**config.mk**
```make
export PLATFORM = sky130hd
export DESIGN_NAME = uart_tx_fifo
export DESIGN_NICKNAME = d
export VERILOG_FILES = /design/src/rtl/uart_pkg.sv /design/src/rtl/uart_tx_fifo_sync_fifo.sv /design/src/rtl/uart_tx_fifo.sv
export SDC_FILE = /design/constraint.sdc
export NUM_CORES = 1
export LEC_CHECK = 0
export CAP_MARGIN = 40
export CORE_ASPECT_RATIO = 0.7
export CORE_MARGIN = 3
export CORE_UTILIZATION = 52
export DETAILED_ROUTE_END_ITERATION = 8
export GPL_TIMING_DRIVEN = 0
export PLACE_DENSITY = 0.69
export SLEW_MARGIN = 5
export SYNTH_ARGS = -nofsm -noshare
export SYNTH_HDL_FRONTEND = slang
export SYNTH_SLANG_ARGS = --single-unit
```
**constraint.sdc**
```tcl
create_clock -name clk -period 4.5 [get_ports clk]
set_clock_uncertainty 0.05 [all_clocks]
set_input_delay 0.9 -clock clk [delete_from_list [all_inputs] [get_ports clk]]
set_output_delay 0.9 -clock clk [all_outputs]
set_load 0.005 [all_outputs]
```
**src/rtl/uart_pkg.sv**
```systemverilog
// Shared types and helpers for the UART blocks.
//   parity_e      : parity selection, decoded from the 2-bit parity_mode input
//   tx_state_e    : transmitter FSM states
//   bit_period()  : clock cycles per line bit (truncating integer divide)
//   decode_parity(): maps the raw 2-bit mode onto parity_e (11 behaves as none)
package uart_pkg;

  typedef enum logic [1:0] {
    PAR_NONE,
    PAR_EVEN,
    PAR_ODD
  } parity_e;

  typedef enum logic [2:0] {
    ST_IDLE,
    ST_START,
    ST_DATA,
    ST_PARITY,
    ST_STOP
  } tx_state_e;

  function automatic int unsigned bit_period(input int unsigned clk_freq,
                                             input int unsigned baud);
    return clk_freq / baud;
  endfunction

  function automatic parity_e decode_parity(input logic [1:0] mode);
    case (mode)
      2'b01:   return PAR_EVEN;
      2'b10:   return PAR_ODD;
      default: return PAR_NONE;
    endcase
  endfunction

endpackage

```
**src/rtl/uart_tx_fifo_sync_fifo.sv**
```systemverilog
// Synchronous single-clock FIFO with first-word fall-through read data.
// Shared with the receive path, so it carries no UART-specific logic.
//   clk, rst_n : clock, synchronous active-low reset (flushes pointers/count)
//   push/wdata : write request and data; ignored while full
//   pop/rdata  : read request; rdata always shows the head entry
//   count      : occupancy 0..DEPTH
//   full/empty : occupancy flags derived from the registered count
module sync_fifo #(
  parameter int unsigned WIDTH = 8,
  parameter int unsigned DEPTH = 16
) (
  input  logic                       clk,
  input  logic                       rst_n,
  input  logic                       push,
  input  logic [WIDTH-1:0]           wdata,
  input  logic                       pop,
  output logic [WIDTH-1:0]           rdata,
  output logic [$clog2(DEPTH+1)-1:0] count,
  output logic                       full,
  output logic                       empty
);

  localparam int PTR_W = $clog2(DEPTH);
  localparam int CNT_W = $clog2(DEPTH + 1);

  logic [WIDTH-1:0] mem [DEPTH];
  logic [PTR_W-1:0] wr_ptr;
  logic [PTR_W-1:0] rd_ptr;
  logic             push_ok;
  logic             pop_ok;

  assign full    = (count == CNT_W'(DEPTH));
  assign empty   = (count == '0);
  assign push_ok = push && !full;
  assign pop_ok  = pop && !empty;
  assign rdata   = mem[rd_ptr];

  // NOTE: storage is deliberately left out of reset; only pointers and count
  // define validity, and a resettable array would cost a flop-based memory.
  always_ff @(posedge clk) begin
    if (push_ok) mem[wr_ptr] <= wdata;
  end

  // NOTE: sequential state uses non-blocking assignments so every register
  // samples its pre-edge inputs regardless of statement order.
  always_ff @(posedge clk) begin
    if (!rst_n) begin
      wr_ptr <= '0;
      rd_ptr <= '0;
      count  <= '0;
    end else begin
      // DEPTH is a power of two, so pointer overflow is the modulo wrap.
      if (push_ok) wr_ptr <= wr_ptr + PTR_W'(1);
      if (pop_ok)  rd_ptr <= rd_ptr + PTR_W'(1);
      case ({push_ok, pop_ok})
        2'b10:   count <= count + CNT_W'(1);
        2'b01:   count <= count - CNT_W'(1);
        default: count <= count;
      endcase
    end
  end

endmodule

```
**src/rtl/uart_tx_fifo.sv**
```systemverilog
// UART transmitter fed by a DEPTH-entry FIFO.
//   clk, rst_n        : clock, synchronous active-low reset
//   s_data/s_valid    : upstream word and valid; accepted when s_ready is high
//   s_ready           : FIFO not full (registered count only)
//   parity_mode       : 00 none, 01 even, 10 odd, 11 none; latched per frame
//   two_stop          : 0 one stop bit, 1 two stop bits; latched per frame
//   tx                : serial line, idle high
//   busy              : high for every cycle of a frame
//   frame_done        : one-cycle pulse on the final stop-bit cycle
//   fifo_count        : FIFO occupancy
// All serial outputs are registered from the FSM's next-state values, so the
// line never has a combinational path from any input.
module uart_tx_fifo
  import uart_pkg::*;
#(
  parameter int unsigned CLK_FREQ  = 100_000_000,
  parameter int unsigned BAUD_RATE = 115200,
  parameter int unsigned DATA_BITS = 8,
  parameter int unsigned DEPTH     = 16
) (
  input  logic                       clk,
  input  logic                       rst_n,
  input  logic [DATA_BITS-1:0]       s_data,
  input  logic                       s_valid,
  output logic                       s_ready,
  input  logic [1:0]                 parity_mode,
  input  logic                       two_stop,
  output logic                       tx,
  output logic                       busy,
  output logic                       frame_done,
  output logic [$clog2(DEPTH+1)-1:0] fifo_count
);

  localparam int unsigned BIT_PERIOD = bit_period(CLK_FREQ, BAUD_RATE);
  localparam int TMR_W = (BIT_PERIOD > 1) ? $clog2(BIT_PERIOD) : 1;
  localparam int IDX_W = $clog2(DATA_BITS);
  localparam logic [TMR_W-1:0] TMR_LAST = TMR_W'(BIT_PERIOD - 1);
  localparam logic [IDX_W-1:0] IDX_LAST = IDX_W'(DATA_BITS - 1);

  if (DATA_BITS < 5 || DATA_BITS > 9) begin : g_bad_data_bits
    $error("uart_tx_fifo: DATA_BITS must be within 5..9");
  end
  if (DEPTH < 2 || (DEPTH & (DEPTH - 1)) != 0) begin : g_bad_depth
    $error("uart_tx_fifo: DEPTH must be a power of two >= 2");
  end
  if (BIT_PERIOD < 2) begin : g_bad_bit_period
    $error("uart_tx_fifo: CLK_FREQ / BAUD_RATE must be >= 2");
  end

  logic                 fifo_full;
  logic                 fifo_empty;
  logic [DATA_BITS-1:0] fifo_data;
  logic                 push;
  logic                 pop;

  assign s_ready = !fifo_full;
  assign push    = s_valid && !fifo_full;

  sync_fifo #(
    .WIDTH (DATA_BITS),
    .DEPTH (DEPTH)
  ) u_fifo (
    .clk   (clk),
    .rst_n (rst_n),
    .push  (push),
    .wdata (s_data),
    .pop   (pop),
    .rdata (fifo_data),
    .count (fifo_count),
    .full  (fifo_full),
    .empty (fifo_empty)
  );

  tx_state_e            state_q,    state_n;
  logic [TMR_W-1:0]     timer_q,    timer_n;
  logic [IDX_W-1:0]     idx_q,      idx_n;
  logic [DATA_BITS-1:0] shift_q,    shift_n;
  parity_e              par_mode_q, par_mode_n;
  logic                 par_bit_q,  par_bit_n;
  logic                 two_q,      two_n;
  logic                 stop2_q,    stop2_n;   // set while sending the second stop bit
  logic                 tx_n;
  logic                 busy_n;
  logic                 done_n;
  logic                 bit_end;

  assign bit_end = (timer_q == TMR_LAST);

  // NOTE: every variable driven here gets a default first, so no path through
  // the case statements can leave one unassigned and infer a latch.
  always_comb begin
    state_n    = state_q;
    timer_n    = timer_q;
    idx_n      = idx_q;
    shift_n    = shift_q;
    par_mode_n = par_mode_q;
    par_bit_n  = par_bit_q;
    two_n      = two_q;
    stop2_n    = stop2_q;
    pop        = 1'b0;

    unique case (state_q)
      ST_IDLE: begin
        if (!fifo_empty) begin
          pop        = 1'b1;
          shift_n    = fifo_data;
          par_mode_n = decode_parity(parity_mode);
          // Parity is fixed at load time because the shift register is
          // consumed while the data bits go out.
          par_bit_n  = (^fifo_data) ^ (decode_parity(parity_mode) == PAR_ODD);
          two_n      = two_stop;
          timer_n    = '0;
          state_n    = ST_START;
        end
      end
      ST_START: begin
        if (bit_end) begin
          timer_n = '0;
          idx_n   = '0;
          state_n = ST_DATA;
        end else begin
          timer_n = timer_q + TMR_W'(1);
        end
      end
      ST_DATA: begin
        if (bit_end) begin
          timer_n = '0;
          shift_n = shift_q >> 1;
          if (idx_q == IDX_LAST) begin
            stop2_n = 1'b0;
            state_n = (par_mode_q == PAR_NONE) ? ST_STOP : ST_PARITY;
          end else begin
            idx_n = idx_q + IDX_W'(1);
          end
        end else begin
          timer_n = timer_q + TMR_W'(1);
        end
      end
      ST_PARITY: begin
        if (bit_end) begin
          timer_n = '0;
          stop2_n = 1'b0;
          state_n = ST_STOP;
        end else begin
          timer_n = timer_q + TMR_W'(1);
        end
      end
      ST_STOP: begin
        if (bit_end) begin
          timer_n = '0;
          if (two_q && !stop2_q) stop2_n = 1'b1;
          else                   state_n = ST_IDLE;
        end else begin
          timer_n = timer_q + TMR_W'(1);
        end
      end
      default: state_n = ST_IDLE;
    endcase

    // Outputs are decoded from next-state values and then registered, so the
    // pin shows the level belonging to the state the FSM is in.
    case (state_n)
      ST_START:  tx_n = 1'b0;
      ST_DATA:   tx_n = shift_n[0];
      ST_PARITY: tx_n = par_bit_n;
      default:   tx_n = 1'b1;
    endcase
    busy_n = (state_n != ST_IDLE);
    done_n = (state_n == ST_STOP) && (timer_n == TMR_LAST) && (!two_n || stop2_n);
  end

  always_ff @(posedge clk) begin
    if (!rst_n) begin
      state_q    <= ST_IDLE;
      timer_q    <= '0;
      idx_q      <= '0;
      shift_q    <= '0;
      par_mode_q <= PAR_NONE;
      par_bit_q  <= 1'b0;
      two_q      <= 1'b0;
      stop2_q    <= 1'b0;
      tx         <= 1'b1;
      busy       <= 1'b0;
      frame_done <= 1'b0;
    end else begin
      state_q    <= state_n;
      timer_q    <= timer_n;
      idx_q      <= idx_n;
      shift_q    <= shift_n;
      par_mode_q <= par_mode_n;
      par_bit_q  <= par_bit_n;
      two_q      <= two_n;
      stop2_q    <= stop2_n;
      tx         <= tx_n;
      busy       <= busy_n;
      frame_done <= done_n;
    end
  end

endmodule

```
Yosys cells after proc, flatten, opt, wreduce, memory -nomap -nowiden
Memory sizes are Yosys's and may differ from the RTL's. A register that Yosys moved wholly into a read port is not among the register bits.
Cells that the tools add are included.
- register bits: 45
- input bits: 14
- memory bits (read-only): 0
- RAM bits: 128
- word-level logic and storage cells: 108
- memories kept: 1
- output and inout port bits: 9
- bits in latches: 0
- memories (memory ; depth ; width ; rd ports ; clocked after memory_dff ; wr ports ; line ; RTL):
    u_fifo.mem ; 16 ; 8 ; 1 ; 1 ; 1 ; uart_tx_fifo_sync_fifo.sv:26 ; logic [WIDTH-1:0] mem [DEPTH];
- div/mod/pow operators: 0
- multiply operators: 0
- bitwise logic cells: 2
- shift operators: 0
- $add $sub $neg: 6
- reductions and logical operators: 23
- equal/unequal tests: 21
- multiplexer cells: 40
- order comparisons: 0
- operators with widths (operator ; number):
    3-bit two-way mux ; 11
    10-bit equality test, second input constant ; 2
    10-bit two-way mux ; 2
    10-bit case mux with 2 select lines ; 1
    8-bit two-way mux ; 2
    8-bit case mux with 2 select lines ; 1
    3-bit case mux with 5 select lines ; 1
    1-bit two-way mux ; 13
    3-bit by 2-bit equality test with 1-bit output, second input constant ; 4
    10-bit by 1-bit adder with 10-bit output, second input constant ; 1
    5-bit case mux with 2 select lines ; 1
    3-bit equality test, second input constant ; 3
    4-bit by 1-bit adder with 4-bit output, second input constant ; 2
    4-bit two-way mux ; 2
    2-bit != test, second input constant ; 4
    8-bit XOR reduction ; 1
    2-bit equality test, second input constant ; 3
    3-bit by 1-bit equality test with 1-bit output, second input constant ; 2
    1-bit logical AND ; 6
    1-bit case mux with 3 select lines ; 2
    3-bit case mux with 2 select lines ; 1
    2-bit nonzero test ; 3
    5-bit by 1-bit adder with 5-bit output, second input constant ; 1
    5-bit equality test, second input constant ; 1
    other kinds (17) ; 22

Longest topological paths before layout
- depth in word-level cells: 9
- depth in mapped cells: 13
- depth with buffers taken out: 12

By module
A second synthesis with hierarchy kept.
- cells, all modules: 542
- area, all modules: 7917.6 um^2
- by module, submodules not included (module ; area an instance (um^2) ; instances ; cells each ; seq. area each (um^2)):
    sync_fifo ; 5967.0 ; 1 ; 307 ; 4184.0
    uart_tx_fifo ; 1950.6 ; 1 ; 235 ; 640.6

Worst setup path after synthesis
No wires, ideal clock.
- path type: register -> register
- from: register u_fifo.count[0]
- to: register u_fifo.count[4]
- library setup time: 71 ps
- arrival: 3042 ps
- required time: 4379 ps
- cell stages (with the launch flop): 12
- buffers on the path: 1
- period minus slack after synthesis: 3163 ps
- path slack: 1337 ps
- cell sequence: dfxtp_1 or4_1 o21ai_0 inv_1 clkbuf_1 ha_1 fa_1 a21o_1 a21oi_1 xor2_1 or3_1 a21oi_1
- longest elaborated chain between the ends: 6
- elaborated cells on any way between the ends: 15
- classes of those cells: add/sub (2); eq/ne (3); mux (3); reduce/logical (7)
- ends and longest elaborated chain (what ; line ; RTL):
    start: declaration ; uart_tx_fifo_sync_fifo.sv:18 ; output logic [$clog2(DEPTH+1)-1:0] count,
    start signal: assignment ; uart_tx_fifo_sync_fifo.sv:56 ; 2'b10: count <= count + CNT_W'(1);
    start signal: assignment ; uart_tx_fifo_sync_fifo.sv:57 ; 2'b01: count <= count - CNT_W'(1);
    start signal: assignment ; uart_tx_fifo_sync_fifo.sv:58 ; default: count <= count;
    5-bit zero test (*) ; uart_tx_fifo_sync_fifo.sv:33 ; assign empty = (count == '0);
    1-bit two-way mux (*) ; uart_tx_fifo.sv:104 ; if (!fifo_empty) begin
    1-bit two-way mux (*) ; uart_tx_fifo.sv:102 ; unique case (state_q)
    via pop ; uart_tx_fifo.sv:54 ; logic pop;
    1-bit logical AND (*) ; uart_tx_fifo_sync_fifo.sv:35 ; assign pop_ok = pop && !empty;
    2-bit by 1-bit equality test with 1-bit output or 2-bit equality test (tied branches) ; uart_tx_fifo_sync_fifo.sv:55 ; case ({push_ok, pop_ok})
    5-bit case mux with 2 select lines or 2-bit nonzero test (tied branches) ; - ;
Mark *: on every way through the listed nets, which the timed path passes. The rest lies on a longest branch.
A chain may end at the register's enable or synchronous reset.

Worst setup path after layout
Same ends and word-level chain as after synthesis.

==> qor.txt <==
RUN STATUS
-------------------------------------------------------------------------------
Status                                                             finished, final reports clean

CLOCK NETWORK
-------------------------------------------------------------------------------
Count of buffers added by post-CTS timing repair for setup                    0
CTS H-tree depth                                                              4
Number of buffers added by the clock tree synthesis step                     17
Insertion delay to the later sink of the worst-skew pair                 430 ps
Total number of clock tree sinks                                            177
Cell at the root of the clock tree                                 sky130_fd_sc_hd__clkbuf_16
Count of hold buffers inserted by post-cts repair                             0
Maximum clock path buffer count                                               2
Post-cts sizing count                                                         0
CTS tree                                                                    yes
Clock transition at path regs                                             70 ps

PLACED DESIGN
-------------------------------------------------------------------------------
HPWL Detailed                                                          10700 um
Area post-placement                                                   8110 um^2
RD Place Congestion                                                       0.859
Count of port buffers added during placement                                 22

TIMING
-------------------------------------------------------------------------------
Hold slack                                                               432 ps
Worst relative slew slack                                                 37.9%
Final setup violation count                                                   0
Final hold violation count                                                    0
Shortest period the worst path allows                                   3620 ps
Least-Margin Pin Slew                                                    928 ps
Highest attainable clock frequency                                      276 MHz
Unrepaired setup endpoints after global routing                           false
Number of max-slew violations in the final report                             0
Period utilization                                                        80.5%
Final sum of negative setup slack                                          0 ps

GLOBAL ROUTE
-------------------------------------------------------------------------------
Antenna violations before repair                                              0
Via count of the first global-routing pass                                 4459
Wire length of the first global-routing pass                           25100 um
Global routing usage summed across all routing layers                     21.2%
Remaining global-route overflow                                               0
Largest net degree at the start of global routing                            17

LOGIC SYNTHESIS
-------------------------------------------------------------------------------
Number of enable flip-flop cells after synthesis                            128
Post-Synthesis Mean Instance Area                                     14.5 um^2
Ranking of synthesized cells by instance count                     sky130_fd_sc_hd__edfxtp_1, sky130_fd_sc_hd__nor2_1, sky130_fd_sc_hd__dfxtp_1, sky130_fd_sc_hd__nand2_1, sky130_fd_sc_hd__a21oi_1
Dominant cells by area after synthesis                             sky130_fd_sc_hd__edfxtp_1, sky130_fd_sc_hd__dfxtp_1, sky130_fd_sc_hd__mux4_1, sky130_fd_sc_hd__mux4_2, sky130_fd_sc_hd__nor2_1
Most common cell in the netlist                                    sky130_fd_sc_hd__edfxtp_1
Adder-cell share of the synthesized area                                  2.24%
Cell variety after synth                                                     55
Sequential area share after synthesis                                     63.6%
Fraction of synthesized cell area in xor and xnor cells                   2.74%
Compound-Gate Fraction of Synth Area                                      6.22%
Simple logic cell fraction of the synthesized area                        10.3%
Number of synthesized register bits                                         177
Ys async rst share                                                           0%
Synth Net Count                                                             552
Cell type with the largest total area after synthesis              sky130_fd_sc_hd__edfxtp_1
Flip-flop cell with the highest count after synthesis              sky130_fd_sc_hd__edfxtp_1
Gate count after technology mapping                                         525
Fraction of synthesized area in multiplexers                              12.1%
Yosys warns                                                                   0
Main combinational cell family by area after synthesis             multiplexers
Post-synthesis instance area                                          7590 um^2
Post-synth top area share                                                 50.7%

DRT
-------------------------------------------------------------------------------
Number of antenna-violating nets in the routed design                         0
Number of iterations in the first detailed-routing pass                       7
Via-per-instance ratio                                                     5.88
Drc violations                                                                0
Total wire length                                                      15700 um
Number of DRC violations after detailed-routing iteration 0                 412
Routed length per placed instance                                       20.2 um
Vias post-DR                                                               4568

WORST SETUP PATH
-------------------------------------------------------------------------------
Data required time at the worst endpoint                                4800 ps
Worst Path Arrival                                                      3920 ps
Worst reg2reg path endpoint                                        u_fifo.count[4]
Startpoint of the lowest-slack register-to-register path           u_fifo.count[0]
Number of cells traversed by the worst register-to-register path             11
Setup Crit Path Kind                                                    reg2reg
Kind of end point of the critical path                                flip-flop
Kind of start point of the critical path                              flip-flop
Reg2reg setup slack                                                      880 ps
Max FO, Critical Path                                                        10

DIE
-------------------------------------------------------------------------------
Die Y                                                                    107 um
Die extent in x                                                          150 um
Top Ports                                                                    23
Die outline area                                                     16100 um^2
Starting density of the core                                              53.8%
Core Area                                                            14100 um^2
Rows                                                                         36

HOLD PATH
-------------------------------------------------------------------------------
Type of the worst min-delay path                                        reg2reg
Number of instances on the worst hold path                                    2
Worst Hold Endpoint                                                    idx_q[0]
Critical hold path startpoint                                          idx_q[0]

FLOW RUN
-------------------------------------------------------------------------------
Max-Cap Viols                                                                 0

FINAL LAYOUT
-------------------------------------------------------------------------------
Area growth from synthesis to layout                                      14.8%
Final core utilization                                                    61.8%
Ant. Diodes                                                                   0
Fraction of final layout cells sized beyond drive strength 1              12.6%
Finished Cell Area                                                    8710 um^2
Number of nets in the layout                                                601

POWER AND IR DROP
-------------------------------------------------------------------------------
Pwr per Cell Area                                                   565 nW/um^2
Peak VDD IR                                                              314 uV
LEAKAGE                                                                 2.97 nW
Total power after layout                                              0.00492 W

-- how the worst max path moves through the flow --
| stage | startpoint | end | slack (ps) | depth (start not counted) |
|---|---|---|---|---|
| 3_3_place_gp | s_valid | u_fifo.mem[3][3] | 760 | 5 |
| 5_1_grt | u_fifo.count[0] | u_fifo.count[4] | 620 | 11 |
| 3_5_place_dp | s_valid | u_fifo.count[4] | 820 | 11 |
| 4_1_cts | u_fifo.count[0] | u_fifo.count[4] | 890 | 11 |
| 6_report | u_fifo.count[0] | u_fifo.count[4] | 880 | 11 |
| 2_1_floorplan | u_fifo.count[0] | u_fifo.count[4] | 1340 | 11 |
-- report_power, final --
group	leakage (nW)	switching, W	internal [W]
Clock	0.282	0.000610	0.000871
Combinational	1.14	0.000776	0.000692
Sequential	1.56	0.0000883	0.00188
-- cells in the final DEF, fill, tap and decap left out, types with 15 or more instances in the layout --
master / netlist / layout
sky130_fd_sc_hd__edfxtp_1: 128 / 128
sky130_fd_sc_hd__nor2_1: 50 / 50
sky130_fd_sc_hd__dfxtp_1: 49 / 49
sky130_fd_sc_hd__nand2_1: 38 / 38
sky130_fd_sc_hd__a21oi_1: 23 / 23
sky130_fd_sc_hd__clkdlybuf4s50_1: 0 / 22
sky130_fd_sc_hd__clkbuf_1: 18 / 19
sky130_fd_sc_hd__mux4_2: 19 / 19
sky130_fd_sc_hd__mux4_1: 17 / 17
sky130_fd_sc_hd__clkbuf_16: 0 / 17
sky130_fd_sc_hd__o21ai_0: 15 / 15
-- flip-flops by register name (all words and copies together) (netlist names), named ones only --
| signal | cells |
|---|---|
| frame_done | 1 |
| u_fifo.mem | 128 |
| two_q | 1 |
| tx | 1 |
| timer_q | 10 |
| shift_q | 8 |
| idx_q | 3 |
| par_mode_q | 2 |
| u_fifo.rd_ptr | 4 |
| u_fifo.count | 5 |
| busy | 1 |
| u_fifo.wr_ptr | 4 |
| stop2_q | 1 |
| par_bit_q | 1 |
| state_q | 3 |
-- worst max-delay path, stage by stage, from the launching register on --
cell                       delay [ps]
sky130_fd_sc_hd__dfxtp_1          370
sky130_fd_sc_hd__or4_1            600
sky130_fd_sc_hd__o21ai_0          410
sky130_fd_sc_hd__inv_1            150
sky130_fd_sc_hd__clkbuf_1         260
sky130_fd_sc_hd__ha_1             360
sky130_fd_sc_hd__fa_1             430
sky130_fd_sc_hd__a21o_1           190
sky130_fd_sc_hd__a21oi_1          160
sky130_fd_sc_hd__xor2_1           110
sky130_fd_sc_hd__or3_1            310
sky130_fd_sc_hd__a21oi_1          140
-- final cells by class --
type / count / area [um^2]
clock buffers: 18 / 429
well taps: 190 / 238
repair buffers: 30 / 274
plain buffers: 30 / 180
inverters: 9 / 33.8
flip-flops and latches: 177 / 4820
multi-input cells: 309 / 2570
fillers: 1040 / 5390
clock inverters: 14 / 163
-- cells by family (layout without fill, tap and decap cells) --
family | after synthesis | in the layout
flops | 177 | 177
simple gates | 163 | 163
compound gates | 75 | 75
mux | 40 | 40
buf+inv | 39 | 101
xor+xnor | 18 | 18
fa+ha+maj | 13 | 13
-- metrics by stage --
| step | setup WS (ps) | cells |
|---|---|---|
| finish | 879 | 777 |
| global route | 621 | 777 |
| CTS | 892 | 776 |
| detailed placement | 815 | 744 |
| global placement | 764 | 737 |
| floorplan | 1340 | 525 |
-- layer usage --
metal  vias to the layer above  GRT usage [%]  share of wire [%]
met5                         -              0                  0
met3                        13           5.96                7.3
li1                       2118              -                  -
met2                       152           30.7                 44
met4                         0           5.42               0.86
met1                      2285           32.0                 48
(Power assumes the default switching activity.)
